===== config.mk =====
export PLATFORM = sky130hd
export DESIGN_NAME = mem_port_arbiter
export DESIGN_NICKNAME = d
export VERILOG_FILES = /design/src/rtl/mem_port_arbiter.sv
export SDC_FILE = /design/constraint.sdc
export NUM_CORES = 1
export LEC_CHECK = 0
export BUFFER_PORTS_ARGS = -buffer_cell sky130_fd_sc_hd__buf_2
export CORE_MARGIN = 5
export CORE_UTILIZATION = 42
export DETAILED_ROUTE_END_ITERATION = 16
export PLACE_DENSITY_LB_ADDON = 0.3
export SYNTH_ARGS = -nofsm -noshare
export SYNTH_HDL_FRONTEND = slang
export SYNTH_SLANG_ARGS = --single-unit

===== constraint.sdc =====
create_clock -name clk -period 1.7 [get_ports clk]
set_input_delay 0.085 -clock clk [delete_from_list [all_inputs] [get_ports clk]]
set_output_delay 0.085 -clock clk [all_outputs]
set_load 0.005 [all_outputs]

===== src/rtl/mem_port_arbiter.sv =====
// mem_port_arbiter
//   Shares one single-ported, variable-latency memory between instruction
//   fetch (if_*) and data access (dm_*). One transaction at a time:
//   IDLE (arbitrate + latch) -> REQ (mem_req until mem_gnt) -> RESP (wait
//   mem_rvalid) -> IDLE, with a one-cycle done pulse to the owner.
//
//   Ports
//     clk, rst_n                       clock, async active-low reset
//     if_req/if_addr/if_kill           fetch request, address, redirect kill
//     if_rdata/if_done                 fetch data, completion pulse
//     dm_req/dm_we/dm_addr/dm_wdata    data request (load/store)
//     dm_rdata/dm_done                 load data, completion pulse
//     stall_f, stall_m                 hazard stalls (combinational)
//     mem_req/mem_we/mem_addr/mem_wdata  memory request side
//     mem_gnt/mem_rvalid/mem_rdata     memory accept / response
//
//   Build option: MEM_ARB_RR_EN selects round-robin tie breaking with a
//   1-bit last-owner register; without it data always beats fetch.
module mem_port_arbiter #(
   parameter int AW = 32,
   parameter int DW = 32
) (
   input  logic          clk,
   input  logic          rst_n,
   input  logic          if_req,
   input  logic [AW-1:0] if_addr,
   input  logic          if_kill,
   output logic [DW-1:0] if_rdata,
   output logic          if_done,
   input  logic          dm_req,
   input  logic          dm_we,
   input  logic [AW-1:0] dm_addr,
   input  logic [DW-1:0] dm_wdata,
   output logic [DW-1:0] dm_rdata,
   output logic          dm_done,
   output logic          stall_f,
   output logic          stall_m,
   output logic          mem_req,
   output logic          mem_we,
   output logic [AW-1:0] mem_addr,
   output logic [DW-1:0] mem_wdata,
   input  logic          mem_gnt,
   input  logic          mem_rvalid,
   input  logic [DW-1:0] mem_rdata
);

   typedef enum logic [1:0] {S_IDLE, S_REQ, S_RESP} state_t;
   localparam logic OWN_IF = 1'b0;
   localparam logic OWN_DM = 1'b1;

   state_t        r_state;
   logic          r_owner;
   logic          r_we;
   logic          r_killed;
   logic          r_mem_req;
   logic          r_if_done;
   logic          r_dm_done;
   logic [AW-1:0] r_addr;
   logic [DW-1:0] r_wdata;
   logic [DW-1:0] r_if_rdata;
   logic [DW-1:0] r_dm_rdata;

   logic w_if_cand;
   logic w_dm_cand;
   logic w_grant_dm;
   logic w_any;

   // A requester whose done bit is up is finishing this cycle; masking it
   // keeps the FSM from re-granting a request the stage is about to drop.
   assign w_if_cand = if_req & ~if_kill & ~r_if_done;
   assign w_dm_cand = dm_req & ~r_dm_done;
   assign w_any     = w_if_cand | w_dm_cand;

`ifdef MEM_ARB_RR_EN
   logic r_last;  // owner of the most recent grant

   // On a tie, whoever was not served last wins.
   assign w_grant_dm = w_dm_cand & (~w_if_cand | (r_last == OWN_IF));

   always_ff @(posedge clk or negedge rst_n) begin
      if (!rst_n)
         r_last <= OWN_IF;
      else if (r_state == S_IDLE && w_any)
         r_last <= w_grant_dm ? OWN_DM : OWN_IF;
   end
`else
   // Older instruction (memory stage) drains first.
   assign w_grant_dm = w_dm_cand;
`endif

   always_ff @(posedge clk or negedge rst_n) begin
      if (!rst_n) begin
         r_state    <= S_IDLE;
         r_owner    <= OWN_IF;
         r_we       <= 1'b0;
         r_killed   <= 1'b0;
         r_mem_req  <= 1'b0;
         r_if_done  <= 1'b0;
         r_dm_done  <= 1'b0;
         r_addr     <= '0;
         r_wdata    <= '0;
         r_if_rdata <= '0;
         r_dm_rdata <= '0;
      end else begin
         r_if_done <= 1'b0;
         r_dm_done <= 1'b0;
         case (r_state)
            S_IDLE: begin
               if (w_any) begin
                  r_owner   <= w_grant_dm ? OWN_DM : OWN_IF;
                  r_we      <= w_grant_dm & dm_we;
                  r_addr    <= w_grant_dm ? dm_addr : if_addr;
                  r_wdata   <= w_grant_dm ? dm_wdata : '0;
                  r_killed  <= 1'b0;
                  r_mem_req <= 1'b1;
                  r_state   <= S_REQ;
               end
            end
            S_REQ: begin
               // Request is already visible to memory: let it finish, but
               // remember the fetch was abandoned. A same-cycle rvalid is
               // not a legal response here and is ignored.
               if (r_owner == OWN_IF && if_kill)
                  r_killed <= 1'b1;
               if (mem_gnt) begin
                  r_mem_req <= 1'b0;
                  r_state   <= S_RESP;
               end
            end
            S_RESP: begin
               if (mem_rvalid) begin
                  if (r_owner == OWN_DM) begin
                     r_dm_done <= 1'b1;
                     if (!r_we)
                        r_dm_rdata <= mem_rdata;
                  end else if (!(r_killed | if_kill)) begin
                     r_if_done  <= 1'b1;
                     r_if_rdata <= mem_rdata;
                  end
                  r_killed <= 1'b0;
                  r_state  <= S_IDLE;
               end else if (r_owner == OWN_IF && if_kill) begin
                  r_killed <= 1'b1;
               end
            end
            default: r_state <= S_IDLE;
         endcase
      end
   end

   assign mem_req   = r_mem_req;
   assign mem_we    = r_mem_req & r_we;
   assign mem_addr  = r_addr;
   assign mem_wdata = r_wdata;
   assign if_rdata  = r_if_rdata;
   assign if_done   = r_if_done;
   assign dm_rdata  = r_dm_rdata;
   assign dm_done   = r_dm_done;
   assign stall_f   = if_req & ~r_if_done & ~if_kill;
   assign stall_m   = dm_req & ~r_dm_done;

endmodule

==> results.py, run 1 <==
metrics = {
    "status": {
        "status": "finished, violations left",
        "failed_checks": "negative setup slack",
    },
    "cts": {
        "worstSkewPairLatency_ns": 0.42,
        "clockBufferDepth": 2,
        "cts_tree": "built",
        "numCtsBuffers": 17,
        "cts_root_buffer": "clkbuf_16",
        "cts_sinks": 136,
        "path_clk_slew_ns": 0.06,
        "htree_levels": 4,
    },
    "setup_path": {
        "r2r_cells": 7,
        "critical_path_buf_inv_count": 3,
        "slowest_delay_ns": 0.39,
        "slowest_stage": "dfrtp_1",
        "worstPathMaxFanout": 8,
        "timing.rr.end": "if_rdata[21]",
        "crit_path_end_kind": "register",
        "reg2reg_slack_ns": -0.04,
        "cp.required_ns": 2.00,
        "endpoint": "if_rdata[21]",
        "cpLargestDelayFamily": "buffers and inverters",
        "crit_type": "reg -> reg",
        "crit_chain": "inv_2, ha_4, nand2_4, nor4_4, buf_6, buf_8, mux2_1",
        "startpoint_type": "register",
        "arrival_ns": 2.04,
        "crit_start": "r_state[0]",
        "reg2reg_from": "r_state[0]",
        "crit_cells": 7,
    },
    "synthesis": {
        "synth_cell_types": 27,
        "synth_top_area_frac": 0.610,
        "syn_area_um2": 5580,
        "yosys_warnings": 0,
        "synth.ff_latch_count": 136,
        "synth_edf_count": 0,
        "synth_top_cell_by_area": "dfrtp_1",
        "synthTopCellsByArea": "dfrtp_1 61%, mux2_2 22%, a22o_1 5.2%, mux2_1 3.8%, ha_1 1.3%",
        "yosysSeqAreaShare": 0.610,
        "avgSynthCellArea_um2": 15.8,
        "syn_inst": 354,
        "synthArstFlopShare": 1.00,
        "synth_nets": 496,
        "synth_ff_type": "dfrtp_1",
    },
    "pwr": {
        "swShare": 0.298,
        "clock_power_share": 0.259,
        "pwr_density_cell_nw_per_um2": 1660,
        "p_sw_mw": 4.31,
        "ir_drop_v": 0.000970,
        "combPwrFrac": 0.357,
        "p_int_mw": 10.2,
        "p_leak_nw": 4.39,
        "seqPwrFrac": 0.384,
    },
    "global_routing": {
        "grt_pass1_vias": 4848,
        "grt_max_degree": 53,
        "globalRoute.totalOverflow": 0,
        "track_usage": 0.199,
        "grt_pass1_wl_mm": 25.1,
        "antenna_found_initial": 1,
    },
    "sta": {
        "clock_skew_ns": 0.00782,
        "worst_pin_slew_ns": 0.489,
        "drv_slew": 0,
        "fmax_mhz": 574,
        "worst_slack_ns": -0.0434,
        "slew_headroom": 0.674,
        "hold_viol": 0,
        "setup_violations": 31,
        "post-route-period-util": 1.03,
        "rsz0062_at_grt": "yes",
        "min_period_ns": 1.74,
    },
    "drt": {
        "drc": 0,
        "antenna_left": 0,
        "wire_per_inst_um": 17.6,
        "drt-total-wl_mm": 15.8,
        "viasPerCell": 4.86,
        "num_vias": 4356,
        "first_iter_violations": 115,
        "dr.pass1.iters": 4,
    },
    "finish": {
        "layout_commonest_cell": "buf_2",
        "n_antenna_cell": 0,
        "fin_area_um2": 8710,
        "seqCellArea_um2": 3400,
        "post-route-util": 0.663,
        "syn_to_final_growth_pct": 56.2,
        "layout.nets": 850,
        "drive_above_1_share": 0.624,
        "multi_input_area_um2": 2130,
        "final_cell_mix": "268 x buf_2, 135 x dfrtp_1, 93 x mux2_2",
        "fill_cells": 950,
    },
    "floorplan": {
        "die_area_um2": 15700,
        "row_count": 42,
        "io_pins": 270,
        "fp.dieH_um": 125,
        "core_um2": 13100,
        "start_util": 0.425,
        "die_w_um": 125,
    },
    "place": {
        "dp_hpwl_mm": 10.5,
        "dpl_cell_area_um2": 7190,
        "port_buffers": 269,
        "globalplace.congestion": 0.835,
    },
    "min_path": {
        "hold_path_class": "in -> reg",
    },
    "run": {
        "maxCapViolations": 0,
    },
}
worst register-to-register path: stages, from the launching register on:
cell and delay, ns:
dfrtp_1 0.39, inv_2 0.09, ha_4 0.15, nand2_4 0.05
nor4_4 0.28, buf_6 0.18, buf_8 0.16, mux2_1 0.33
per-stage QoR:
step           setup TNS, ns  setup WS [ns]  cells  total power, mW  hold slack, ns
2_1_floorplan         -0.929        -0.0319    354             8.02          -0.211
3_3_place_gp               0         0.0541    791             10.1          0.0621
3_5_place_dp               0        0.00159    791             10.3          0.0660
4_1_cts                    0        0.00121    892             14.3         0.00229
5_1_grt                -2.86         -0.126    897             15.4          0.0123
6_report              -0.647        -0.0434    897             14.5          0.0192
layer usage:
metal | routed length, um | global-route usage | vias up | share of wire
met4 | 316 | 0.0759 | 2 | 0.020
met3 | 1380 | 0.0819 | 25 | 0.087
li1 | - | - | 1994 | -
met2 | 7950 | 0.338 | 193 | 0.50
met1 | 6110 | 0.224 | 2142 | 0.39
met5 | 13 | 0 | - | 0.00082
sequential cells by signal (all words and copies together) (netlist names):
register and count:
dm_done 1, dm_rdata 32, if_done 1, if_rdata 32
mem_addr 32, mem_req 1, mem_wdata 32, r_killed 1
r_owner 1, r_state 2, r_we 1
timing repair:
action | 4_1_cts | 5_1_grt
hold buffers | 68 | 0
pin swaps | 0 | 1
cloned | 1 | 3
hold endpoints to repair | 157 | 0
resized for setup | 4 | 31
setup endpoints to repair | 19 | 86
buffers inserted | 0 | 2
logic make-up after synthesis:
group / Yosys count / share of synthesized area
flip-flops: 136 / 0.610
multiplexers: 130 / 0.262
AO/OA/AOI/OAI: 42 / 0.0673
buffers and inverters: 28 / 0.0309
AND/OR/NAND/NOR: 12 / 0.0161
adder cells (fa/ha/maj): 6 / 0.0135
worst min path at each step:
stage	startpoint	to	slack (ns)	cells after the start
finish	dm_addr[4]	mem_addr[4]	0.02	3
floorplan	rst_n	dm_done	-0.21	0
detailed placement	rst_n	dm_rdata[10]	0.07	1
global placement	rst_n	dm_rdata[10]	0.06	1
global route	dm_addr[4]	mem_addr[4]	0.01	3
CTS	dm_addr[4]	mem_addr[4]	0.002	3
power groups by stage:
stage | sequential, mW | combinational, mW | clock (mW)
global placement | 5.49 | 4.63 | 0
detailed placement | 5.56 | 4.78 | 0
finish | 5.56 | 5.16 | 3.75
global route | 5.75 | 5.64 | 3.99
CTS | 5.53 | 4.97 | 3.84
floorplan | 5.66 | 2.37 | 0
synthesized netlist by cell type (all sizes together), types with 2 or more instances:
| cell | count |
|---|---|
| buf | 21 |
| nor2b | 3 |
| nand2b | 2 |
| a31oi | 2 |
| mux2 | 130 |
| nand2 | 2 |
| ha | 6 |
| o21ai | 2 |
| and2 | 2 |
| a22o | 33 |
| dfrtp | 136 |
| inv | 5 |
final cells by class:
type | instances | share of cell area
flip-flops and latches | 136 | 0.391
clock inverters | 14 | 0.0197
well taps | 176 | 0.0253
repair buffers | 357 | 0.267
inverters | 6 | 0.00273
clock buffers | 18 | 0.0504
multi-input cells | 190 | 0.244
No activity file was read; power rests on OpenSTA's default activity.
==> inputs of run 2 (changes only) <==
--- a/config.mk
+++ b/config.mk
@@ -6,6 +6,7 @@
 export NUM_CORES = 1
 export LEC_CHECK = 0
 export BUFFER_PORTS_ARGS = -buffer_cell sky130_fd_sc_hd__buf_2
+export CORE_ASPECT_RATIO = 0.7
 export CORE_MARGIN = 5
 export CORE_UTILIZATION = 42
 export DETAILED_ROUTE_END_ITERATION = 16
==> run 2 against run 1 <==
Against the previous run: the run still ends with negative setup slack left; total power is 0.25% lower; clock skew increased by 0.0011 ns; sequential cell count is the same.
==> results.py, run 2 (synthesis gave the netlist of run 1 again) <==
metrics = {
    "pwr": {
        "p_leak_nw": 4.37,
        "ir_drop_v": 0.000808,
        "power.total_mw": 14.4,
        "pwr_density_cell_nw_per_um2": 1670,
    },
    "drt": {
        "drt-total-wl_mm": 15.7,
        "wire_per_inst_um": 17.8,
        "first_iter_violations": 138,
        "antenna_left": 0,
        "num_vias": 4314,
        "viasPerCell": 4.89,
        "drc": 0,
        "dr.pass1.iters": 4,
    },
    "status": {
        "failed_checks": "negative setup slack",
        "status": "finished, violations left",
    },
    "min_path": {
        "whs_path_depth": 3,
        "hold_path_class": "in -> reg",
    },
    "setup_path": {
        "reg2reg_slack_ns": -0.05,
        "cp.required_ns": 1.98,
        "cpLargestDelayFamily": "buffers and inverters",
        "worstPathMaxFanout": 9,
        "startpoint_type": "register",
        "r2r_cells": 7,
        "reg2reg_from": "r_state[0]",
        "critical_path_buf_inv_count": 3,
        "arrival_ns": 2.04,
        "crit_start": "r_state[0]",
        "timing.rr.end": "if_rdata[30]",
        "endpoint": "if_rdata[30]",
        "crit_cells": 7,
        "crit_type": "reg -> reg",
        "crit_path_end_kind": "register",
        "crit_chain": "inv_2, ha_4, nand2_4, nor4_4, buf_6, buf_12, mux2_2",
        "slowest_stage": "dfrtp_1",
        "slowest_delay_ns": 0.38,
    },
    "sta": {
        "setup_violations": 32,
        "drv_slew": 0,
        "slew_headroom": 0.724,
        "worst_pin_slew_ns": 0.413,
        "rsz0062_at_grt": "yes",
        "clock_skew_ns": 0.00893,
        "tns_ns": -1.22,
        "hold_viol": 0,
        "fmax_mhz": 571,
        "min_period_ns": 1.75,
        "fin_hold_ws_ns": 0.0186,
        "worst_slack_ns": -0.0522,
        "post-route-period-util": 1.03,
    },
    "global_routing": {
        "grt_use_met1": 0.222,
        "global_route.usage.met3": 0.0516,
        "antenna_found_initial": 0,
        "grt_max_degree": 44,
        "globalRoute.totalOverflow": 0,
        "grt_pass1_vias": 4738,
        "grt.busiest_layer": "met2",
        "track_usage": 0.191,
        "grt_pass1_wl_mm": 23.8,
        "met2_usage": 0.338,
    },
    "floorplan": {
        "start_util": 0.426,
        "die_w_um": 148,
        "core_um2": 13100,
        "die_area_um2": 15700,
        "row_count": 35,
        "fp.dieH_um": 106,
        "io_pins": 270,
    },
    "cts": {
        "cts_tree": "built",
        "cts_sinks": 136,
        "cts_root_buffer": "clkbuf_16",
        "path_clk_slew_ns": 0.06,
        "numCtsBuffers": 17,
        "worstSkewPairLatency_ns": 0.41,
        "htree_levels": 4,
        "clockBufferDepth": 2,
    },
    "place": {
        "dp_hpwl_mm": 10.4,
        "port_buffers": 269,
        "globalplace.congestion": 0.745,
    },
    "finish": {
        "final_cell_mix": "268 x buf_2, 135 x dfrtp_1, 94 x mux2_2",
        "layout_commonest_cell": "buf_2",
        "n_antenna_cell": 0,
        "syn_to_final_growth_pct": 55.0,
        "layout.nets": 846,
        "fill_cells": 952,
        "post-route-util": 0.660,
        "drive_above_1_share": 0.621,
    },
    "run": {
        "maxCapViolations": 0,
    },
}
==> run 2: routing by layer <==
| layer | part of all wire | routed length [um] |
|---|---|---|
| met1 | 0.41 | 6380 |
| met2 | 0.51 | 8090 |
| met3 | 0.059 | 930 |
| met4 | 0.021 | 333 |
| met5 | 0 | 0 |
==> run 2: power by group <==
part / switching (mW) / internal, mW
registers: 0.789 / 4.75
logic: 2.13 / 3.05
clock network: 1.39 / 2.32
total: 4.31 / 10.1
==> run 2: timing repair <==
action | 4_1_cts | 5_1_grt
endpoints found under the setup margin | 1 | 119
hold buffers | 67 | 0
gates cloned | 0 | 4
endpoints found under the hold margin | 234 | 0
pin swaps | 0 | 3
buffers inserted | 0 | 2
gates resized for setup | 1 | 32
==> run 2: layout make-up <==
class | count | area (um^2) | share of cell area
clock buffer | 18 | 429 | 0.0496
clock inverter | 14 | 169 | 0.0195
inverter | 6 | 23.8 | 0.00275
multi-input combinational | 190 | 2120 | 0.245
sequential | 136 | 3400 | 0.394
tap | 166 | 208 | 0.0240
timing repair buffer | 353 | 2290 | 0.265
==> run 2: metrics by stage <==
stage / setup slack, ns / cell area [um^2] / cells
2_1_floorplan: -0.0319 / 5590 / 354
3_3_place_gp: 0.0630 / 7150 / 778
3_5_place_dp: 0.0210 / 7150 / 778
4_1_cts: 0.00912 / 8420 / 877
5_1_grt: -0.0815 / 8650 / 883
6_report: -0.0522 / 8650 / 883
==> run 2: tightest hold or removal path, stage by stage <==
cell and delay [ns]:
buf_2 0.07, mux2_2 0.13, mux2_1 0.11
==> run 2: how the worst min path moves through the flow <==
| stage | startpoint | slack, ns | end |
|---|---|---|---|
| 3_5_place_dp | rst_n | -0.01 | mem_addr[13] |
| 2_1_floorplan | rst_n | -0.21 | dm_done |
| 3_3_place_gp | rst_n | -0.02 | mem_addr[13] |
| 6_report | if_addr[6] | 0.02 | mem_addr[6] |
| 5_1_grt | if_addr[6] | 0.01 | mem_addr[6] |
| 4_1_cts | if_addr[6] | 0.003 | mem_addr[6] |
